==> src/rtl/mem_req_ctrl.sv <==
// mem_req_ctrl: buffers read/write requests and issues them one at a time to a single-port memory.
// Latency: a request accepted at edge N drives mem_en in cycle N+2; writes issue every 2 cycles.
// Backpressure: req_ready drops when the request FIFO is full; the FSM holds in RESP while rsp_ready=0.
// Optional read watchdog is built when MEM_REQ_CTRL_TIMEOUT_EN is defined.

// mem_req_fifo: generic synchronous FIFO with a combinational head.
// Latency: a pushed entry is visible at the head the cycle after the push.
// Backpressure: full blocks pushes; push and pop in the same cycle keep the count.
module mem_req_fifo #(
  parameter int WIDTH = 8,
  parameter int DEPTH = 4
) (
  input  logic             clk,
  input  logic             rst_n,
  input  logic             push,
  input  logic [WIDTH-1:0] push_dat,
  input  logic             pop,
  output logic [WIDTH-1:0] head_dat,
  output logic             full,
  output logic             empty
);
  localparam int AW = $clog2(DEPTH);

  logic [WIDTH-1:0] store [DEPTH];
  logic [AW-1:0]    wr_ptr;
  logic [AW-1:0]    rd_ptr;
  logic [AW:0]      count;
  logic             do_push;
  logic             do_pop;

  assign full     = (count == (AW+1)'(DEPTH));
  assign empty    = (count == '0);
  assign do_push  = push && !full;
  assign do_pop   = pop && !empty;
  assign head_dat = store[rd_ptr];

  // Data storage carries no reset; only pointers and count define validity.
  always_ff @(posedge clk) begin
    if (do_push) store[wr_ptr] <= push_dat;
  end

  always_ff @(posedge clk or negedge rst_n) begin
    if (!rst_n) begin
      wr_ptr <= '0;
      rd_ptr <= '0;
      count  <= '0;
    end else begin
      if (do_push) wr_ptr <= wr_ptr + 1'b1;
      if (do_pop)  rd_ptr <= rd_ptr + 1'b1;
      case ({do_push, do_pop})
        2'b10:   count <= count + 1'b1;
        2'b01:   count <= count - 1'b1;
        default: count <= count;
      endcase
    end
  end
endmodule

// mem_req_ctrl: request FIFO plus IDLE/ISSUE/WAIT_RD/RESP sequencer in front of the memory.
// Latency: mem_en one cycle after the entry reaches the FIFO head; response one cycle after mem_valid_out.
// Backpressure: req_ready = !fifo_full; RESP waits for rsp_ready while the FIFO keeps filling.
module mem_req_ctrl #(
  parameter int ADDR_WIDTH     = 32,
  parameter int DATA_WIDTH     = 32,
  parameter int FIFO_DEPTH     = 4,
  parameter int TIMEOUT_CYCLES = 16
) (
  input  logic                  clk,
  input  logic                  rst_n,
  input  logic                  req_valid,
  output logic                  req_ready,
  input  logic                  req_wr,
  input  logic [ADDR_WIDTH-1:0] req_addr,
  input  logic [DATA_WIDTH-1:0] req_wdata,
  output logic                  rsp_valid,
  input  logic                  rsp_ready,
  output logic [DATA_WIDTH-1:0] rsp_rdata,
  output logic                  rsp_err,
  output logic                  mem_en,
  output logic                  mem_wr,
  output logic [ADDR_WIDTH-1:0] mem_addr,
  output logic [DATA_WIDTH-1:0] mem_data_in,
  input  logic [DATA_WIDTH-1:0] mem_data_out,
  input  logic                  mem_valid_out
);
  typedef struct packed {
    logic                  wr;
    logic [ADDR_WIDTH-1:0] addr;
    logic [DATA_WIDTH-1:0] wdata;
  } req_t;

  typedef enum logic [1:0] {IDLE, ISSUE, WAIT_RD, RESP} state_t;

  if (FIFO_DEPTH < 2 || TIMEOUT_CYCLES < 2) begin : g_bad_cfg
    $error("mem_req_ctrl: FIFO_DEPTH and TIMEOUT_CYCLES must be >= 2");
  end

  state_t state;
  req_t   push_req;
  req_t   head_req;
  logic   fifo_full;
  logic   fifo_empty;
  logic   fifo_pop;

  assign push_req  = '{wr: req_wr, addr: req_addr, wdata: req_wdata};
  assign req_ready = !fifo_full;
  assign fifo_pop  = (state == IDLE) && !fifo_empty;

  mem_req_fifo #(
    .WIDTH ($bits(req_t)),
    .DEPTH (FIFO_DEPTH)
  ) u_req_fifo (
    .clk      (clk),
    .rst_n    (rst_n),
    .push     (req_valid && req_ready),
    .push_dat (push_req),
    .pop      (fifo_pop),
    .head_dat (head_req),
    .full     (fifo_full),
    .empty    (fifo_empty)
  );

`ifdef MEM_REQ_CTRL_TIMEOUT_EN
  localparam int WDW = $clog2(TIMEOUT_CYCLES + 1);
  logic [WDW-1:0] wdog;
`else
  assign rsp_err = 1'b0;
`endif

  always_ff @(posedge clk or negedge rst_n) begin
    if (!rst_n) begin
      state       <= IDLE;
      mem_en      <= 1'b0;
      mem_wr      <= 1'b0;
      mem_addr    <= '0;
      mem_data_in <= '0;
      rsp_valid   <= 1'b0;
      rsp_rdata   <= '0;
`ifdef MEM_REQ_CTRL_TIMEOUT_EN
      rsp_err     <= 1'b0;
      wdog        <= '0;
`endif
    end else begin
      case (state)
        IDLE: begin
          if (!fifo_empty) begin
            state       <= ISSUE;
            mem_en      <= 1'b1;
            mem_wr      <= head_req.wr;
            mem_addr    <= head_req.addr;
            mem_data_in <= head_req.wdata;
          end
        end
        ISSUE: begin
          // mem_wr still holds the issued entry's direction here.
          mem_en <= 1'b0;
          mem_wr <= 1'b0;
          state  <= mem_wr ? IDLE : WAIT_RD;
`ifdef MEM_REQ_CTRL_TIMEOUT_EN
          wdog   <= '0;
`endif
        end
        WAIT_RD: begin
          // Data arriving on the expiry cycle takes priority over the timeout.
          if (mem_valid_out) begin
            rsp_rdata <= mem_data_out;
            rsp_valid <= 1'b1;
            state     <= RESP;
          end
`ifdef MEM_REQ_CTRL_TIMEOUT_EN
          else if (wdog == WDW'(TIMEOUT_CYCLES - 1)) begin
            rsp_rdata <= '0;
            rsp_err   <= 1'b1;
            rsp_valid <= 1'b1;
            state     <= RESP;
          end else begin
            wdog <= wdog + 1'b1;
          end
`endif
        end
        RESP: begin
          if (rsp_ready) begin
            rsp_valid <= 1'b0;
`ifdef MEM_REQ_CTRL_TIMEOUT_EN
            rsp_err   <= 1'b0;
`endif
            state     <= IDLE;
          end
        end
        default: state <= IDLE;
      endcase
    end
  end
endmodule
==> config.mk <==
export PLATFORM = sky130hd
export DESIGN_NAME = mem_req_ctrl
export DESIGN_NICKNAME = d
export VERILOG_FILES = /design/src/rtl/mem_req_ctrl.sv
export SDC_FILE = /design/constraint.sdc
export NUM_CORES = 1
export LEC_CHECK = 0
export BUFFER_PORTS_ARGS = -buffer_cell sky130_fd_sc_hd__buf_2
export CAP_MARGIN = 20
export CORE_AREA = 8 8 182 141
export CTS_CLUSTER_DIAMETER = 30
export DETAILED_ROUTE_END_ITERATION = 12
export DIE_AREA = 0 0 190 149
export GPL_TIMING_DRIVEN = 0
export PLACE_DENSITY = 0.84
export SYNTH_ARGS = -nofsm -noshare
export SYNTH_HDL_FRONTEND = slang
export SYNTH_HIERARCHICAL = 1
export SYNTH_SLANG_ARGS = --single-unit
==> constraint.sdc <==
create_clock -name clk -period 5 [get_ports clk]
set_clock_uncertainty 0.1 [all_clocks]
set_input_delay 0.25 -clock clk [delete_from_list [all_inputs] [get_ports clk]]
set_output_delay 0.25 -clock clk [all_outputs]
set_load 0.02 [all_outputs]
==> flow_metrics.env, run 1 <==
export IMPL_syn_num_nets=714
export IMPL_status="finished, final reports clean"
export IMPL_worst_setup_path_type="register to register"
export IMPL_hpwl_um=17100
export IMPL_dieArea_um2=28300
export IMPL_cts_buffer_depth=3
export IMPL_synth_edf_count=260
export IMPL_postLayoutCoreUtil=0.797
export IMPL_cts_root_buf="clkbuf_16"
export IMPL_grt_pass1_wl_um=46700
export IMPL_reg2reg_depth=10
export IMPL_rsz0062_at_grt="false"
export IMPL_powerDensity_nw_per_um2=668
export IMPL_wirelength_um=30300
export IMPL_drtIter0Drc=392
export IMPL_setup_viol=0
export IMPL_clk_pin_slew_ps=60
export IMPL_syn_area_um2=13700
export IMPL_dr_total_vias=7230
export IMPL_cts_htree_levels=2
export IMPL_die_y_um=149
export IMPL_crit_required_ps=5370
export IMPL_avgRoutedWirePerCell_um=23.2
export IMPL_worst_pin_slew_ps=710
export IMPL_cp_arrival_ps=3000
export IMPL_period_needed_ps=2630
export IMPL_switching_share=0.312
export IMPL_vias_per_cell=5.53
export IMPL_max_cap_violations=0
export IMPL_port_buffers=201
export IMPL_yosys_most_used_dff="edfxtp_1"
export IMPL_fin_area_um2=18100
export IMPL_synthTopCellsByArea="edfxtp_1 (57%), dfrtp_1 (20%), mux4_2 (11%)"
export IMPL_p_leak_nw=6.92
export IMPL_placed_area_um2=15200
export IMPL_synth_async_sr_flop_share=0.293
export IMPL_intPower_mw=8.29
export IMPL_grt_max_degree=89
export IMPL_cts_resized=0
export IMPL_yosysMostFrequentCell="edfxtp_1"
export IMPL_cts_tree="done"
export IMPL_critPathLaunchType="register"
export IMPL_seq_area_frac_synth=0.768
export IMPL_grt_pass1_vias=8005
export IMPL_slew_violations=0
export IMPL_worst_hold_path_type="primary input to asynchronous set/reset pin"
export IMPL_drive_gt1_frac=0.449
export IMPL_yosysUniqueCellTypes=36
export IMPL_switching_power_mw=3.77
export IMPL_antenna_found_initial=1
export IMPL_hold_viol=0
export IMPL_drc=0
export IMPL_syn2layout_area_growth_pct=31.9
export IMPL_grt_overflow=0
export IMPL_synth_top_cells_by_count="edfxtp_1 (260), dfrtp_1 (108), mux4_2 (65), mux2_2 (57), mux2_1 (40)"
export IMPL_post_route_period_util=0.526
export IMPL_cts_setup_buffers=0
export IMPL_start_util=0.604
export IMPL_cp_max_fo=10
export IMPL_fmax_ghz=0.380
export IMPL_maxSlewHeadroom=0.523
export IMPL_comb_power_share=0.305
export IMPL_track_usage=0.215
export IMPL_fin_setup_tns_ps=0
export IMPL_insertion_delay_ps=540
export IMPL_ys_ff_latch=368
export IMPL_syn_area_per_cell_um2=22.6
export IMPL_core_rowCount=48
export IMPL_fillCellCount=1087
export IMPL_yosysTopAreaCell="edfxtp_1"
export IMPL_ir_worst_vdd_mv=0.534
export IMPL_core_area_um2=22600
export IMPL_syn_inst=606
export IMPL_first_pass_iters=4
export IMPL_drtAntennaViolNets=0
export IMPL_clock_sinks=368
export IMPL_clock_power_share=0.314
export IMPL_nNetsFinal=1073
export IMPL_seqPwrFrac=0.381
export IMPL_ios=203
export IMPL_end_kind="register"
export IMPL_numCtsBuffers=50
export IMPL_ys_warn_count=6
export IMPL_place_congestion=0.708
export IMPL_die_w_um=190
export IMPL_synth_top_area_share=0.571
## path summary, 6_finish.rpt
check	from	end	slack (ps)
worst max-delay path	u_req_fifo/count[0]	u_req_fifo/count[2]	2370
worst min-delay path	rst_n	mem_addr[11]	40
worst max register to register	u_req_fifo/count[0]	u_req_fifo/count[2]	2370
worst min register to register	mem_addr[14]	mem_addr[14]	380
max in group asynchronous	rst_n	mem_data_in[15]	3990
min in group clk	req_valid	u_req_fifo/wr_ptr[0]	170
## worst max-delay path, stage by stage, from the launching register on
cell	delay, ps
dfrtp_1	440
nor3_1	170
nor3_4	180
buf_2	330
o31a_1	280
ha_1	210
inv_1	60
fa_1	370
xor2_1	150
nor2_1	120
xor2_1	150
## power groups by stage
stage                     registers, mW  clock network, mW  logic (mW)
after floorplan                    5.07                  0        1.97
after global placement             4.62                  0        3.44
after detailed placement           4.61                  0        3.61
after CTS                          4.57               3.81        3.71
after global routing               4.68               3.97        3.94
final                              4.60               3.78        3.68
## cell type report
cell class / instances / area, um2 / share of cell area
flip-flops and latches: 368 / 10500 / 0.582
multi-input cells: 204 / 2900 / 0.161
repair buffers: 307 / 2160 / 0.120
clock buffers: 59 / 1350 / 0.0746
clock inverters: 35 / 475 / 0.0263
well taps: 300 / 375 / 0.0208
plain buffers: 27 / 259 / 0.0143
inverters: 7 / 26.3 / 0.00146
diodes: 1 / 2.50 / 0.000139
## cells in the final DEF (no fill, tap or decap), types with 2 or more instances in the layout
cell type / count
ha_1: 5
clkinvlp_4: 5
clkbuf_8: 4
nor2_1: 2
clkbuf_16: 51
mux2_2: 57
buf_16: 5
buf_12: 4
o2bb2ai_1: 2
xor2_1: 3
clkinv_4: 7
nand2_1: 5
and2_4: 4
inv_8: 4
bufinv_16: 8
dfrtp_1: 108
buf_4: 4
inv_1: 7
clkbuf_1: 6
buf_6: 10
mux2_1: 40
dlygate4sd3_1: 101
clkinv_2: 3
mux4_2: 65
edfxtp_1: 260
inv_6: 6
xnor2_1: 3
buf_2: 208
## timing repair
| action | CTS | global route |
|---|---|---|
| hold buffers | 101 | 0 |
| endpoints found under the hold margin | 403 | 0 |
| endpoints found under the setup margin | 0 | 0 |
## flip-flops by register name, summed over array words and instances (netlist names), named ones only
| signal | cells |
|---|---|
| u_req_fifo/rd_ptr | 2 |
| u_req_fifo/wr_ptr | 2 |
| mem_addr | 32 |
| u_req_fifo/store | 260 |
| rsp_rdata | 32 |
| rsp_valid | 1 |
| u_req_fifo/count | 3 |
| mem_wr | 1 |
| state | 1 |
| mem_en | 1 |
| mem_data_in | 32 |
## kinds of logic after synthesis
logic type / share of synthesized area
buffers and inverters: 0.0208
flip-flops: 0.768
AO/OA/AOI/OAI: 0.00384
XOR/XNOR: 0.00384
AND/OR/NAND/NOR: 0.0103
adder cells (fa/ha/maj): 0.00603
multiplexers: 0.187
other: 0.000274
## metrics by stage
stage | worst slack, ps | hold WS, ps | power, mW | std cells
floorplan | 2000 | -146 | 7.04 | 606
global placement | 857 | 362 | 8.06 | 1107
detailed placement | 2370 | 29.1 | 8.23 | 1112
CTS | 2360 | 23.1 | 12.1 | 1307
global route | 2170 | 57.8 | 12.6 | 1308
finish | 2370 | 43.3 | 12.1 | 1308
## layer usage
metal	share of wire	vias up	routed length [um]	track usage
li1	-	3152	-	-
met1	0.40	3760	12200	0.279
met2	0.51	280	15600	0.366
met3	0.072	38	2170	0.0533
met4	0.013	0	390	0.0460
met5	0	-	0	0
Note: power is estimated with default switching activity, not from simulation.
==> run 2, diff against run 1 <==
- ABC_AREA: unset -> 1
- CORE_AREA: 8 8 182 141 -> 8 8 195 150
- DIE_AREA: 0 0 190 149 -> 0 0 203 158
- PLACE_DENSITY: 0.84 -> 0.79
- clock period: 5 -> 2.46 ns (I/O delays scaled with it)
==> run 2 against run 1 <==
  * Via count is 44% higher
  * Combinational power is 130% higher
  * Worst setup slack worse by 2200 ps
==> flow_metrics.env, run 2 <==
export IMPL_status="finished, final reports clean"
export IMPL_dr_total_vias=10400
export IMPL_hpwl_um=22700
export IMPL_worst_pin_slew_ps=751
export IMPL_critPathLaunchType="register"
export IMPL_post_place_cells=1826
export IMPL_die_y_um=158
export IMPL_powerDensity_nw_per_um2=1310
export IMPL_largest_reg_flops=260
export IMPL_ys_warn_count=6
export IMPL_grt_overflow=0
export IMPL_synth_compound_gate_area_share=0.0785
export IMPL_totalPowerFinal_mw=25.5
export IMPL_synth_async_sr_flop_share=0.293
export IMPL_ios=203
export IMPL_synth_edf_count=260
export IMPL_worst_slack_ps=139
export IMPL_drc=0
export IMPL_fin_area_um2=19500
export IMPL_layout_common_cells="nand2_1 (449), edfxtp_1 (260), buf_2 (224)"
export IMPL_cp_arrival_ps=2470
export IMPL_cts_buffer_depth=3
export IMPL_synth_top_cells_by_count="nand2_1 (451), edfxtp_1 (260), inv_1 (183), o211ai_1 (130), dfrtp_1 (108)"
export IMPL_place_congestion=0.784
export IMPL_cts_root_buf="clkbuf_16"
export IMPL_clock_power_share=0.309
export IMPL_rsz0062_at_grt="false"
export IMPL_worst_setup_path_type="register to register"
export IMPL_drtAntennaViolNets=0
export IMPL_seqPwrFrac=0.358
export IMPL_crit_required_ps=2600
export IMPL_first_pass_iters=5
export IMPL_clock_sinks=368
export IMPL_syn_area_per_cell_um2=11.6
export IMPL_p_leak_nw=8.87
export IMPL_placed_area_um2=16400
export IMPL_syn_area_um2=14700
export IMPL_vias_per_cell=5.11
export IMPL_period_needed_ps=2320
export IMPL_clk_pin_slew_ps=50
export IMPL_ys_ff_latch=368
export IMPL_syn_inst=1263
export IMPL_nNetsFinal=1750
export IMPL_antenna_found_initial=0
export IMPL_slew_violations=0
export IMPL_yosys_most_used_dff="edfxtp_1"
export IMPL_stdcell_count=2040
export IMPL_synthMuxAreaShare=0
export IMPL_core_area_um2=26400
export IMPL_insertion_delay_ps=550
export IMPL_final_common_cell="nand2_1"
export IMPL_drtIter0Drc=773
export IMPL_yosysMostFrequentCell="nand2_1"
export IMPL_numCtsBuffers=55
export IMPL_comb_power_share=0.333
export IMPL_synth_top_area_share=0.533
export IMPL_yosysUniqueCellTypes=24
export IMPL_fmax_ghz=0.431
export IMPL_start_util=0.556
export IMPL_num_antenna_cells=0
export IMPL_end_kind="register"
export IMPL_switching_power_mw=9.27
export IMPL_syn2layout_area_growth_pct=32.8
export IMPL_maxSlewHeadroom=0.498
export IMPL_hold_viol=0
export IMPL_track_usage=0.228
export IMPL_port_buffers=201
export IMPL_max_cap_violations=0
export IMPL_grt_pass1_wl_um=57600
export IMPL_post_route_period_util=0.944
export IMPL_setup_viol=0
export IMPL_grt_max_degree=65
export IMPL_yosysTopAreaCell="edfxtp_1"
export IMPL_cts_htree_levels=2
export IMPL_synthTopCellsByArea="edfxtp_1 (53%), dfrtp_1 (18%), nand2_1 (12%)"
export IMPL_cts_tree="done"
export IMPL_ir_worst_vdd_mv=0.712
export IMPL_core_rowCount=52
export IMPL_wirelength_um=36900
export IMPL_worst_hold_path_type="primary input to asynchronous set/reset pin"
export IMPL_syn_num_nets=1371
export IMPL_seq_area_frac_synth=0.717
export IMPL_switching_share=0.364
export IMPL_synth_fa_ha_area_frac=0.00563
export IMPL_cp_max_fo=26
export IMPL_grt_pass1_vias=10900
export IMPL_die_w_um=203
export IMPL_preCtsSetupSlack_ps=-203
export IMPL_dieArea_um2=32100
export IMPL_drive_gt1_frac=0.227
export IMPL_intPower_mw=16.2
export IMPL_regMostFlops="u_req_fifo/store"
export IMPL_synth_simple_gate_area_frac=0.122
export IMPL_synth_xor_area_frac=0.000598
export IMPL_avgRoutedWirePerCell_um=18.1
export IMPL_synth_top_family_by_area="simple AND/OR/NAND/NOR gates"
run 2: changes by cell type after synthesis, sizes merged, moves of 6 or more:
cell	change
nand2	+446
inv	+179
o211ai	+130
mux2	-97
mux4	-65
o21ai	+33
buf	+32
nand3	+8
nor2	+7
clkbuf	+6
run 2: layer usage:
layer,part of all wire,vias up,GRT usage
li1,-,4955,-
met1,0.41,5004,0.281
met2,0.50,406,0.399
met3,0.076,60,0.0515
met4,0.018,0,0.0703
met5,0,-,0
run 2: cell type report:
type                       instances  area, um2
clock buffer                      64       1480
buffer                            64        410
fill                            1620       6890
sequential                       368      10500
clock inverter                    40        450
multi-input combinational        644       3090
tap                              351        439
timing repair buffer             323       2380
inverter                         186        703
run 2: timing repair:
action                                  4_1_cts  5_1_grt
pin swaps                                     1        2
endpoints found under the hold margin       405        0
setup buffers                                 1        8
hold buffers                                102        0
endpoints found under the setup margin       29       44
resized for setup                             2        4
run 2: final timing paths:
| kind | to | cells after the start | from | slack [ps] |
|---|---|---|---|---|
| worst max register to register | u_req_fifo/store[1][49] | 7 | u_req_fifo/count[0] | 140 |
| worst min-delay path | mem_data_in[28] | 2 | rst_n | 1 |
| worst max-delay path | u_req_fifo/store[1][49] | 7 | u_req_fifo/count[0] | 140 |
| min in group clk | u_req_fifo/store[3][4] | 2 | req_wdata[4] | 220 |
| worst min register to register | mem_addr[0] | 2 | mem_addr[0] | 370 |
| max in group asynchronous | state[0] | 3 | rst_n | 1580 |
run 2: cells by family (layout without fill, tap and decap cells):
group	after synthesis	in the layout
AND/OR/NAND/NOR	471	471
flip-flops	368	368
buffers and inverters	251	677
AO/OA/AOI/OAI	165	165
adder cells (fa/ha/maj)	6	6
other	1	1
XOR/XNOR	1	1
run 2: critical path, stage by stage, from the launching register on:
cell	delay [ps]
dfrtp_1	380
inv_2	80
nand3_2	120
inv_1	80
nor2_2	200
nand2_4	150
nor2_4	600
buf_12	280
run 2: power groups by stage:
stage | Combinational [mW] | Clock (mW) | Sequential (mW)
global placement | 7.72 | 0 | 9.18
floorplan | 4.24 | 0 | 10.1
finish | 8.49 | 7.87 | 9.14
detailed placement | 8.17 | 0 | 9.20
global route | 9.33 | 8.27 | 9.30
CTS | 8.40 | 7.98 | 9.10
run 2: through the flow:
stage,hold WS [ps],TNS (ps),utilization
finish,1.33,0,0.739
global route,47.5,0,0.739
CTS,7.21,0,0.736
detailed placement,3.80,-2380,0.623
global placement,236,-219540,0.613
floorplan,-273,0,-
==> run 3, diff against run 2 <==
- CORE_AREA: 8 8 195 150 -> 8 8 207 160
- DIE_AREA: 0 0 203 158 -> 0 0 215 168
- MAX_ROUTING_LAYER: unset -> met4
- PLACE_DENSITY: 0.79 -> 0.7
==> run 3 against run 2 <==
  * Combinational power increased by 1%
  * Non-clock buffer count did not move
  * Register-to-register slack about the same
  * Clock-buffer cell count is 7 higher
  * Global-route usage is 1.1 points lower
  * Critical path type unchanged
  * Largest cell class unchanged
  * Largest power group unchanged
==> flow_metrics.env, run 3 (synthesized netlist as in run 2, its figures left out) <==
export IMPL_crit_required_ps=2820
export IMPL_ios=203
export IMPL_fmax_ghz=0.431
export IMPL_seqPwrFrac=0.344
export IMPL_p_leak_nw=9.00
export IMPL_core_area_um2=29700
export IMPL_fin_area_um2=19800
export IMPL_regMostFlops="u_req_fifo/store"
export IMPL_critical_path_top_delay_family="simple AND/OR/NAND/NOR gates"
export IMPL_worst_hold_path_type="primary input to register"
export IMPL_clock_sinks=368
export IMPL_cp_max_fo=10
export IMPL_die_w_um=215
export IMPL_critPathLaunchType="register"
export IMPL_grt_pass1_vias=11000
export IMPL_worst_path_max_delay_cell="fa_1"
export IMPL_avgRoutedWirePerCell_um=18.6
export IMPL_stdcell_count=2110
export IMPL_end_kind="register"
export IMPL_hold_viol=0
export IMPL_largest_reg_flops=260
export IMPL_drtIter0Drc=846
export IMPL_slew_violations=0
export IMPL_status="finished, final reports clean"
export IMPL_place_congestion=0.824
export IMPL_cts_buffer_depth=3
export IMPL_switching_power_mw=9.57
export IMPL_die_y_um=168
export IMPL_syn2layout_area_growth_pct=35.3
export IMPL_hpwl_um=23300
export IMPL_cts_tree="done"
export IMPL_worst_pin_slew_ps=856
export IMPL_cp_arrival_ps=2670
export IMPL_cp_num_buf_inv=3
export IMPL_port_buffers=201
export IMPL_totalPowerFinal_mw=26.6
export IMPL_drc=0
export IMPL_grt_overflow=0
export IMPL_maxSlewHeadroom=0.429
export IMPL_post_route_period_util=0.942
export IMPL_worst_setup_path_type="register to register"
export IMPL_rr_startpoint="u_req_fifo/count[0]"
export IMPL_nNetsFinal=1759
export IMPL_layout_common_cells="nand2_1 (449), edfxtp_1 (260), buf_2 (224)"
export IMPL_powerDensity_nw_per_um2=1340
export IMPL_numCtsBuffers=61
export IMPL_preCtsSetupSlack_ps=-240
export IMPL_dr_total_vias=10600
export IMPL_antenna_found_initial=6
export IMPL_grt_max_degree=66
export IMPL_max_cap_violations=0
export IMPL_grt_pass1_wl_um=60500
export IMPL_cts_root_buf="clkbuf_16"
export IMPL_insertion_delay_ps=570
export IMPL_wirelength_um=39300
export IMPL_first_pass_iters=5
export IMPL_final_common_cell="nand2_1"
export IMPL_crit_path_start="u_req_fifo/count[0]"
export IMPL_drive_gt1_frac=0.231
export IMPL_worst_slack_ps=142
export IMPL_crit_chain="inv_1, nand3_2, inv_1, nor2_4, nand2_4, ha_1, inv_1, fa_1, nand2_1, nand3_1, nand2_1, nand2_1"
export IMPL_start_util=0.493
export IMPL_dieArea_um2=36100
export IMPL_worstHoldStart="req_addr[3]"
export IMPL_period_needed_ps=2320
export IMPL_drtAntennaViolNets=0
export IMPL_setup_viol=0
export IMPL_clk_pin_slew_ps=60
export IMPL_comb_power_share=0.322
export IMPL_ir_worst_vdd_mv=0.709
export IMPL_cts_htree_levels=2
export IMPL_switching_share=0.360
export IMPL_vias_per_cell=5.03
export IMPL_intPower_mw=17.0
export IMPL_clock_power_share=0.334
export IMPL_whs_ps=188
export IMPL_critPathMaxStageDelay_ps=390
export IMPL_track_usage=0.217
export IMPL_post_place_cells=1872
export IMPL_core_rowCount=55
export IMPL_placed_area_um2=16400
[run 3: power groups by stage]
stage	Combinational (mW)	Sequential, mW	Clock [mW]
floorplan	4.24	10.1	0
global placement	7.75	9.21	0
detailed placement	8.13	9.22	0
CTS	8.46	9.12	9.01
global route	9.45	9.29	9.29
finish	8.58	9.15	8.89
[run 3: through the flow]
stage,TNS (ps),utilization
floorplan,0,-
global placement,-234190,0.545
detailed placement,-5510,0.552
CTS,0,0.665
global route,-3.33,0.667
finish,0,0.667
[run 3: final cells by class]
class                      instances  area [um2]
sequential                       368       10500
fill                            2136        9900
multi-input combinational        647        3110
timing repair buffer             323        2360
clock buffer                      71        1660
inverter                         186         703
clock inverter                    45         557
tap                              399         499
buffer                            64         410
antenna                            7        17.5
[run 3: timing repair]
item	CTS	global route
gates cloned	1	2
pin swaps	2	2
gates resized for setup	2	3
endpoints found under the setup margin	42	113
buffers inserted	0	4
endpoints found under the hold margin	405	0
hold buffers	109	0
[run 3: path summary, 6_finish.rpt]
check / to / slack, ps / cells after the start
setup / recovery: u_req_fifo/count[2] / 140 / 12
hold / removal: u_req_fifo/store[0][35] / 190 / 2
setup reg to reg: u_req_fifo/count[2] / 140 / 12
hold reg to reg: mem_data_in[18] / 370 / 2
max in group asynchronous: mem_addr[31] / 1370 / 4
min in group asynchronous: mem_data_in[17] / 570 / 4
[run 3: worst reg2reg max path, stage by stage, from the launching register on]
cell	delay, ps
dfrtp_1	380
inv_1	170
nand3_2	150
inv_1	150
nor2_4	70
nand2_4	220
ha_1	210
inv_1	60
fa_1	390
nand2_1	110
nand3_1	80
nand2_1	70
nand2_1	50
[run 3: routing by layer]
layer | vias up | track usage | part of all wire
li1 | 5005 | - | -
met1 | 5109 | 0.281 | 0.44
met2 | 404 | 0.346 | 0.48
met3 | 89 | 0.0441 | 0.064
met4 | 0 | 0.0680 | 0.026
met5 | - | - | 0
